File: src/rtl/axis_hdr_pkg.sv
// Shared types and helpers for the AXI-Stream header inserter: FSM encoding,
// byte popcount and aligned keep-mask builders (sized for up to MAX_BYTES lanes).
package axis_hdr_pkg;

    localparam int MAX_BYTES = 64;

    typedef enum logic [1:0] {
        ST_IDLE   = 2'd0,
        ST_STREAM = 2'd1,
        ST_FLUSH  = 2'd2
    } state_e;

    function automatic logic [7:0] popcount(input logic [MAX_BYTES-1:0] v);
        logic [7:0] n;
        n = '0;
        for (int i = 0; i < MAX_BYTES; i++) begin
            n = n + {7'd0, v[i]};
        end
        return n;
    endfunction

    // n ones packed against the top of an nbytes-wide keep (byte 0 = MSB lane)
    function automatic logic [MAX_BYTES-1:0] hi_keep(input int n, input int nbytes);
        logic [MAX_BYTES-1:0] m;
        m = '0;
        for (int i = 0; i < MAX_BYTES; i++) begin
            m[i] = (i < nbytes) && (i >= nbytes - n);
        end
        return m;
    endfunction

    function automatic logic [MAX_BYTES-1:0] lo_keep(input int n, input int nbytes);
        logic [MAX_BYTES-1:0] m;
        m = '0;
        for (int i = 0; i < MAX_BYTES; i++) begin
            m[i] = (i < nbytes) && (i < n);
        end
        return m;
    endfunction

endpackage

File: src/rtl/axi_stream_insert_header_gen_if.sv
// Bundle of the data, header and output valid/ready links of the header inserter.
interface axi_stream_insert_header_gen_if #(
    parameter int DATA_WD = 32
);
    localparam int BYTES  = DATA_WD / 8;
    localparam int CNT_WD = $clog2(BYTES) + 1;

    logic               valid_in;
    logic [DATA_WD-1:0] data_in;
    logic [BYTES-1:0]   keep_in;
    logic               last_in;
    logic               ready_in;

    logic               valid_insert;
    logic [DATA_WD-1:0] data_insert;
    logic [BYTES-1:0]   keep_insert;
    logic [CNT_WD-1:0]  byte_insert_cnt;
    logic               ready_insert;

    logic               valid_out;
    logic [DATA_WD-1:0] data_out;
    logic [BYTES-1:0]   keep_out;
    logic               last_out;
    logic               ready_out;

    logic               hdr_err;

    modport slave (
        input  valid_in, data_in, keep_in, last_in,
        input  valid_insert, data_insert, keep_insert, byte_insert_cnt,
        input  ready_out,
        output ready_in, ready_insert,
        output valid_out, data_out, keep_out, last_out, hdr_err
    );

    modport master (
        output valid_in, data_in, keep_in, last_in,
        output valid_insert, data_insert, keep_insert, byte_insert_cnt,
        output ready_out,
        input  ready_in, ready_insert,
        input  valid_out, data_out, keep_out, last_out, hdr_err
    );

endinterface

File: src/rtl/axis_byte_merge.sv
// Combinational byte re-packer: splices the held residue in front of an incoming
// beat, returns the leftover bottom bytes and the keep/overflow for a last beat.
module axis_byte_merge
    import axis_hdr_pkg::*;
#(
    parameter  int DATA_WD = 32,
    localparam int BYTES   = DATA_WD / 8,
    localparam int CNT_WD  = $clog2(BYTES) + 1
) (
    input  logic [DATA_WD-1:0] residue_i,
    input  logic [DATA_WD-1:0] data_i,
    input  logic [BYTES-1:0]   keep_i,
    input  logic [CNT_WD-1:0]  h_i,
    output logic [DATA_WD-1:0] merged_o,
    output logic [DATA_WD-1:0] residue_o,
    output logic [BYTES-1:0]   keep_o,
    output logic [CNT_WD:0]    total_o,
    output logic               overflow_o
);

    localparam logic [CNT_WD:0] FULL_T = (CNT_WD + 1)'(BYTES);

    logic [DATA_WD-1:0] in_mask;
    logic [DATA_WD-1:0] out_mask;
    logic [DATA_WD-1:0] data_m;
    logic [CNT_WD-1:0]  k_cnt;
    logic [CNT_WD-1:0]  h_comp;

    generate
        for (genvar gi = 0; gi < BYTES; gi++) begin : g_mask
            assign in_mask[8*gi +: 8]  = {8{keep_i[gi]}};
            assign out_mask[8*gi +: 8] = {8{keep_o[gi]}};
        end
    endgenerate

    // Disabled input lanes are zeroed so they never leak into output or residue
    assign data_m     = data_i & in_mask;
    assign k_cnt      = CNT_WD'(popcount(MAX_BYTES'(keep_i)));
    assign h_comp     = CNT_WD'(BYTES) - h_i;
    assign total_o    = {1'b0, h_i} + {1'b0, k_cnt};
    assign overflow_o = total_o > FULL_T;
    assign keep_o     = overflow_o ? '1 : BYTES'(hi_keep(int'(total_o), BYTES));

    // Residue is kept high-aligned with zero low lanes, so OR is a splice
    assign merged_o   = (residue_i | (data_m >> {h_i, 3'b000})) & out_mask;
    assign residue_o  = data_m << {h_comp, 3'b000};

endmodule

File: src/rtl/axi_stream_insert_header_gen.sv
// Header inserter top: packet FSM, header residue register and a single output
// register stage that supports full throughput and holds steady under backpressure.
module axi_stream_insert_header_gen
    import axis_hdr_pkg::*;
#(
    parameter int DATA_WD = 32
) (
    input  logic                          clk,
    input  logic                          rst_n,
    axi_stream_insert_header_gen_if.slave bus
);

    localparam int BYTES  = DATA_WD / 8;
    localparam int CNT_WD = $clog2(BYTES) + 1;

    state_e             state_q, state_d;
    logic [CNT_WD-1:0]  h_q, h_d;
    logic [DATA_WD-1:0] residue_q, residue_d;
    logic [BYTES-1:0]   flush_keep_q, flush_keep_d;
    logic               valid_out_q, valid_out_d;
    logic [DATA_WD-1:0] data_out_q, data_out_d;
    logic [BYTES-1:0]   keep_out_q, keep_out_d;
    logic               last_out_q, last_out_d;
    logic               hdr_err_q, hdr_err_d;

    logic               ready_in_c;
    logic               ready_insert_c;
    logic               out_free;
    logic [CNT_WD-1:0]  hdr_h;
    logic [CNT_WD-1:0]  hdr_hc;

    logic [DATA_WD-1:0] m_merged;
    logic [DATA_WD-1:0] m_residue;
    logic [BYTES-1:0]   m_keep;
    logic [CNT_WD:0]    m_total;
    logic               m_overflow;

    axis_byte_merge #(.DATA_WD(DATA_WD)) u_merge (
        .residue_i  (residue_q),
        .data_i     (bus.data_in),
        .keep_i     (bus.keep_in),
        .h_i        (h_q),
        .merged_o   (m_merged),
        .residue_o  (m_residue),
        .keep_o     (m_keep),
        .total_o    (m_total),
        .overflow_o (m_overflow)
    );

    // keep_insert is authoritative for the header length; the count is only checked
    assign hdr_h  = CNT_WD'(popcount(MAX_BYTES'(bus.keep_insert)));
    assign hdr_hc = CNT_WD'(BYTES) - hdr_h;
    assign out_free = !valid_out_q || bus.ready_out;

    always_comb begin
        state_d        = state_q;
        h_d            = h_q;
        residue_d      = residue_q;
        flush_keep_d   = flush_keep_q;
        valid_out_d    = valid_out_q;
        data_out_d     = data_out_q;
        keep_out_d     = keep_out_q;
        last_out_d     = last_out_q;
        hdr_err_d      = 1'b0;
        ready_in_c     = 1'b0;
        ready_insert_c = 1'b0;

        if (valid_out_q && bus.ready_out) begin
            valid_out_d = 1'b0;
            data_out_d  = '0;
            keep_out_d  = '0;
            last_out_d  = 1'b0;
        end

        case (state_q)
            ST_IDLE: begin
                ready_insert_c = 1'b1;
                if (bus.valid_insert) begin
                    h_d       = hdr_h;
                    residue_d = bus.data_insert << {hdr_hc, 3'b000};
                    hdr_err_d = (bus.byte_insert_cnt != hdr_h);
                    state_d   = ST_STREAM;
                end
            end
            ST_STREAM: begin
                ready_in_c = out_free;
                if (bus.valid_in && out_free) begin
                    valid_out_d = 1'b1;
                    data_out_d  = m_merged;
                    keep_out_d  = m_keep;
                    last_out_d  = bus.last_in && !m_overflow;
                    residue_d   = m_residue;
                    if (bus.last_in) begin
                        if (m_overflow) begin
                            flush_keep_d = BYTES'(hi_keep(int'(m_total) - BYTES, BYTES));
                            state_d      = ST_FLUSH;
                        end else begin
                            state_d = ST_IDLE;
                        end
                    end
                end
            end
            ST_FLUSH: begin
                // last_out_q marks that the flush beat already sits in the output register
                if (valid_out_q && last_out_q) begin
                    if (bus.ready_out) begin
                        state_d = ST_IDLE;
                    end
                end else if (out_free) begin
                    valid_out_d = 1'b1;
                    data_out_d  = residue_q;
                    keep_out_d  = flush_keep_q;
                    last_out_d  = 1'b1;
                end
            end
            default: state_d = ST_IDLE;
        endcase
    end

    always_ff @(posedge clk or negedge rst_n) begin
        if (!rst_n) begin
            state_q      <= ST_IDLE;
            h_q          <= '0;
            residue_q    <= '0;
            flush_keep_q <= '0;
            valid_out_q  <= 1'b0;
            data_out_q   <= '0;
            keep_out_q   <= '0;
            last_out_q   <= 1'b0;
            hdr_err_q    <= 1'b0;
        end else begin
            state_q      <= state_d;
            h_q          <= h_d;
            residue_q    <= residue_d;
            flush_keep_q <= flush_keep_d;
            valid_out_q  <= valid_out_d;
            data_out_q   <= data_out_d;
            keep_out_q   <= keep_out_d;
            last_out_q   <= last_out_d;
            hdr_err_q    <= hdr_err_d;
        end
    end

    assign bus.ready_in     = ready_in_c;
    assign bus.ready_insert = ready_insert_c;
    assign bus.valid_out    = valid_out_q;
    assign bus.data_out     = data_out_q;
    assign bus.keep_out     = keep_out_q;
    assign bus.last_out     = last_out_q;
    assign bus.hdr_err      = hdr_err_q;

endmodule
File: src/flat_wrapper.sv
// flat-port wrapper written by rule: the top's interface ports become plain ports
module axi_stream_insert_header_gen_flat import axis_hdr_pkg::*;
#(
    parameter int DATA_WD = 32
)
  (clk, rst_n, bus_valid_in, bus_data_in, bus_keep_in, bus_last_in, bus_valid_insert, bus_data_insert, bus_keep_insert, bus_byte_insert_cnt, bus_ready_out, bus_ready_in, bus_ready_insert, bus_valid_out, bus_data_out, bus_keep_out, bus_last_out, bus_hdr_err);
  axi_stream_insert_header_gen_if #(.DATA_WD(DATA_WD)) bus_i ();
  input  logic clk;
  input  logic rst_n;
  input wire logic [$bits(bus_i.valid_in)-1:0] bus_valid_in;
  input wire logic [$bits(bus_i.data_in)-1:0] bus_data_in;
  input wire logic [$bits(bus_i.keep_in)-1:0] bus_keep_in;
  input wire logic [$bits(bus_i.last_in)-1:0] bus_last_in;
  input wire logic [$bits(bus_i.valid_insert)-1:0] bus_valid_insert;
  input wire logic [$bits(bus_i.data_insert)-1:0] bus_data_insert;
  input wire logic [$bits(bus_i.keep_insert)-1:0] bus_keep_insert;
  input wire logic [$bits(bus_i.byte_insert_cnt)-1:0] bus_byte_insert_cnt;
  input wire logic [$bits(bus_i.ready_out)-1:0] bus_ready_out;
  output wire logic [$bits(bus_i.ready_in)-1:0] bus_ready_in;
  output wire logic [$bits(bus_i.ready_insert)-1:0] bus_ready_insert;
  output wire logic [$bits(bus_i.valid_out)-1:0] bus_valid_out;
  output wire logic [$bits(bus_i.data_out)-1:0] bus_data_out;
  output wire logic [$bits(bus_i.keep_out)-1:0] bus_keep_out;
  output wire logic [$bits(bus_i.last_out)-1:0] bus_last_out;
  output wire logic [$bits(bus_i.hdr_err)-1:0] bus_hdr_err;
  assign bus_i.valid_in = bus_valid_in;
  assign bus_i.data_in = bus_data_in;
  assign bus_i.keep_in = bus_keep_in;
  assign bus_i.last_in = bus_last_in;
  assign bus_i.valid_insert = bus_valid_insert;
  assign bus_i.data_insert = bus_data_insert;
  assign bus_i.keep_insert = bus_keep_insert;
  assign bus_i.byte_insert_cnt = bus_byte_insert_cnt;
  assign bus_i.ready_out = bus_ready_out;
  assign bus_ready_in = bus_i.ready_in;
  assign bus_ready_insert = bus_i.ready_insert;
  assign bus_valid_out = bus_i.valid_out;
  assign bus_data_out = bus_i.data_out;
  assign bus_keep_out = bus_i.keep_out;
  assign bus_last_out = bus_i.last_out;
  assign bus_hdr_err = bus_i.hdr_err;
  axi_stream_insert_header_gen #(.DATA_WD(DATA_WD)) u_core (.clk(clk), .rst_n(rst_n), .bus(bus_i));
endmodule
File: config.mk
export PLATFORM = sky130hd
export DESIGN_NAME = axi_stream_insert_header_gen_flat
export DESIGN_NICKNAME = d
export VERILOG_FILES = /design/src/rtl/axis_hdr_pkg.sv /design/src/rtl/axi_stream_insert_header_gen_if.sv /design/src/rtl/axis_byte_merge.sv /design/src/rtl/axi_stream_insert_header_gen.sv /design/src/flat_wrapper.sv
export SDC_FILE = /design/constraint.sdc
export NUM_CORES = 1
export LEC_CHECK = 0
export BUFFER_PORTS_ARGS = -buffer_cell sky130_fd_sc_hd__buf_2
export CORE_UTILIZATION = 25
export CTS_BUF_LIST = sky130_fd_sc_hd__clkbuf_16
export CTS_CLUSTER_DIAMETER = 80
export CTS_CLUSTER_SIZE = 24
export DETAILED_ROUTE_END_ITERATION = 16
export PLACE_DENSITY_LB_ADDON = 0.25
export SYNTH_ARGS = -nofsm -noshare
export SYNTH_HDL_FRONTEND = slang
export SYNTH_HIERARCHICAL = 1
export SYNTH_SLANG_ARGS = --single-unit
File: constraint.sdc
create_clock -name clk -period 8.98 [get_ports clk]
set_clock_uncertainty 0.2 [all_clocks]
set_input_delay 0.898 -clock clk [delete_from_list [all_inputs] [get_ports clk]]
set_output_delay 0.898 -clock clk [all_outputs]
set_load 0.05 [all_outputs]
==> summary.md <==
| Metric | Value |
|---|---|
| Post-synthesis async set-or-reset flop share | 1.00 |
| Initial core utilization | 0.258 |
| Total track usage | 0.170 |
| Startpoint type of the worst setup path | input port |
| Sequential area share after synthesis | 0.328 |
| Syn Nets | ~750 |
| Core Rows | 56 |
| PostCTS Resize Cnt | 0 |
| # IOs | ~120 |
| ANT nets after route | 0 |
| Die Width | approximately 160 um |
| Setup violators final | 0 |
| Met3 usage | 0.0237 |
| Met2 usage | 0.227 |
| CP Class | in2reg |
| Final Hold Viols | 0 |
| Top_reg_cell synth | dfrtp_1 |
| CTS H-tree lvls | 3 |
| Max Buffers Root-to-Sink | 2 |
| Post-CTS setup buffers | 0 |
| Gr ovfl total | 0 |
| Max-slew headroom | 0.307 |
| Net switching fraction of the power | 0.532 |
| Main combinational cell family by area after synthesis | compound AO/OA/AOI/OAI gates |
| Area of the multi-input gates | between 3000 and 4000 um2 |
| Crit path max fanout | 18 |
| Commonest non-fill, non-tap cell in the layout | buf_2 |
| Post-synth EDFFs | 0 |
| Worst-Skew Late Latency | 360 ps |
| Global-route met1 utilization | 0.275 |
| Die area | roughly 25000 um2 |
| Peak Freq | about 0.24 GHz |
| WL final | between 20000 and 25000 um |
| DRT Pass-1 Iters | 4 |
| Inserted Diodes | 0 |
| Adder-cell share of the synthesized area | 0.0459 |
| Top-area cell type share of the netlist area | 0.328 |
| First-pass GRT wire length | approximately 32000 um |
| Die Y | around 160 um |
| Clk slew on worst S/H paths | approximately 70 ps |
| Root Driver | clkbuf_16 |
| Gr busiest metal | met1 |
| Sequential Area | 2000 um2 |
| Via count | approximately 5400 |
| Final period utilization | 0.461 |
| Hpwl dp | between 15000 and 20000 um |
| Number of synthesis warnings | 6 |
| Total power | around 2.9 mW |
| Cells after Synth | roughly 650 |
| Cts hold-fix bufs | 0 |
| PortBufs | about 120 |
| Max-capacitance violation count | 0 |
| VDD IR max | 0.000136 V |
| Post-synthesis compound-gate area fraction | 0.297 |
| Fin. max-slew vios | 0 |
| Layout cells sized above 1 | 0.275 |
| Residual DRC | 0 |
| Seq pwr share | 0.221 |
| Final #Nets | 833 |
| Largest net degree at the start of global routing | between 50 and 60 |
| Std-Cell Core Area | between 20000 and 25000 um2 |
| Synth Register Bits | 80 |
| # clock sinks | 80 |
| CTS buffer count | 9 |
| Critical path endpoint category | flop |
| RSZ-0062 raised after global routing | no |
| Crit path required time | ~9000 ps |
| Fillers | between 2000 and 3000 |
| CTS tree | done |
| Routability cong. | approximately 0.84 |
| Mean Syn Cell Area | between 9 and 10 um2 |
| Hold slack | ~300 ps |
| Synth area leaders | dfrtp_1, a22o_1, mux2_2, a21oi_1, ha_1 |
| Tmin final | a little over 4000 ps |
| Crit path arrival time | between 4000 and 5000 ps |
| Outcome | finished clean |
| Post-synthesis mux area share | 0.120 |
| Initial DRC Count | 520 |
| Post-route setup TNS | 0 ps |
| Sw power | roughly 1.5 mW |
| XOR/XNOR Fraction of Synth Area | 0.0113 |
| Final Util | 0.304 |
| Pwr dens | around 400 nW/um2 |
| Static leakage | around 3.4 nW |
| Synth unique cells | 58 |
| Initial antenna violation count | 0 |
| Hold Path Class | reg2reg |
| Via-to-Cell Ratio | between 5 and 6 |
| Worst Tran Pin Value | slightly above 1000 ps |
| Vias in the first global route | ~5000 |
| Synthesis-to-finish area growth | 17.8% |
| Int Pwr | 1.35 mW |
| Largest area contributor in the netlist | dfrtp_1 |
| Post-Synthesis Cell Area | 6110 um2 |
| Logic pwr share | 0.651 |
| Routed WL per cell | 19.8 um |
| Clk pwr share | 0.128 |
| Most frequent cells in the layout | buf_2, a22o_1, dfrtp_1 |
| Simple-Gate Fraction of Synth Area | 0.139 |
==> synth_stat cells (8+ instances only) <==
| cell | instances |
|---|---|
| clkbuf_1 | 23 |
| dfrtp_1 | 80 |
| mux2i_1 | 8 |
| nor2_1 | 43 |
| ha_1 | 16 |
| nand2_1 | 29 |
| a2bb2oi_1 | 9 |
| mux2_2 | 34 |
| nand3_1 | 13 |
| mux2_1 | 8 |
| nor2b_1 | 8 |
| and3_1 | 18 |
| nor3_1 | 9 |
| inv_1 | 23 |
| mux4_2 | 8 |
| a31oi_1 | 14 |
| a21oi_1 | 43 |
| a211oi_1 | 21 |
| o21ai_0 | 32 |
| a22o_1 | 97 |
| buf_2 | 25 |
==> worst max-delay path: stages <==
cell       delay [ps]
buf_2             210
fa_1              560
inv_1              50
fa_1              370
inv_1              90
fa_1              270
xor2_1            360
inv_1             140
ha_1              340
or3_1             370
a31o_2            270
o2111ai_1         110
a31oi_1           100
==> per-stage QoR <==
stage	area (um2)	cells	worst slack, ps
2_1_floorplan	6110	647	4970
3_3_place_gp	6910	1040	4390
3_5_place_dp	6910	1040	4450
4_1_cts	7200	1056	4800
5_1_grt	7200	1056	4620
6_report	7200	1056	4840
==> kinds of logic (layout without fill, tap and decap cells) <==
kind of cell               after synthesis  count (layout)
buffers and inverters                   79             169
AOI/OAI and AO/OA                      244             244
adders and majority gates               20              20
xor gates and xnor gates                 7               7
DFF                                     80              80
muxes                                   58              58
and+or+nand+nor                        159             159
==> registers in the layout, indices dropped and copies added, names as in the netlist <==
signal                flops
u_core/bus.data_out      32
u_core/state_q            2
u_core/flush_keep_q       4
u_core/bus.keep_out       4
u_core/bus.valid_out      1
u_core/residue_q         32
u_core/bus.last_out       1
u_core/h_q                3
u_core/bus.hdr_err        1
==> per-layer routing <==
metal	vias up	wire length, um	part of all wire
li1	2631	-	-
met1	2584	11100	0.53
met2	187	8370	0.40
met3	13	1190	0.057
met4	0	214	0.010
met5	-	0	0
==> power groups by stage <==
stage / Combinational [mW] / Clock [mW] / Sequential (mW)
after floorplan: 1.24 / 0 / 0.817
after detailed placement: 1.86 / 0 / 0.640
final: 1.87 / 0.367 / 0.635
after global routing: 2.03 / 0.392 / 0.654
after CTS: 1.87 / 0.374 / 0.633
after global placement: 1.85 / 0 / 0.644
==> path summary, 6_finish.rpt <==
check                                  startpoint                       to  slack (ps)  cells past startpoint
setup / recovery                   bus_keep_in[0]   u_core/flush_keep_q[2]        4840                     13
hold / removal             u_core/bus.data_out[5]   u_core/bus.data_out[5]         300                      1
setup reg to reg                    u_core/h_q[0]   u_core/flush_keep_q[2]        5470                     11
hold reg to reg            u_core/bus.data_out[5]   u_core/bus.data_out[5]         300                      1
max in group asynchronous                   rst_n  u_core/bus.data_out[13]        7260                      2
min in group asynchronous                   rst_n     u_core/residue_q[23]         330                      1
==> layout make-up <==
cell class,count,share of cell area
multi-input cells,488,0.521
flip-flops and latches,80,0.278
repair buffers,130,0.0939
well taps,319,0.0555
clock buffers,9,0.0313
inverters,23,0.0120
clock inverters,7,0.00817
No activity file was read; power rests on OpenSTA's default activity.
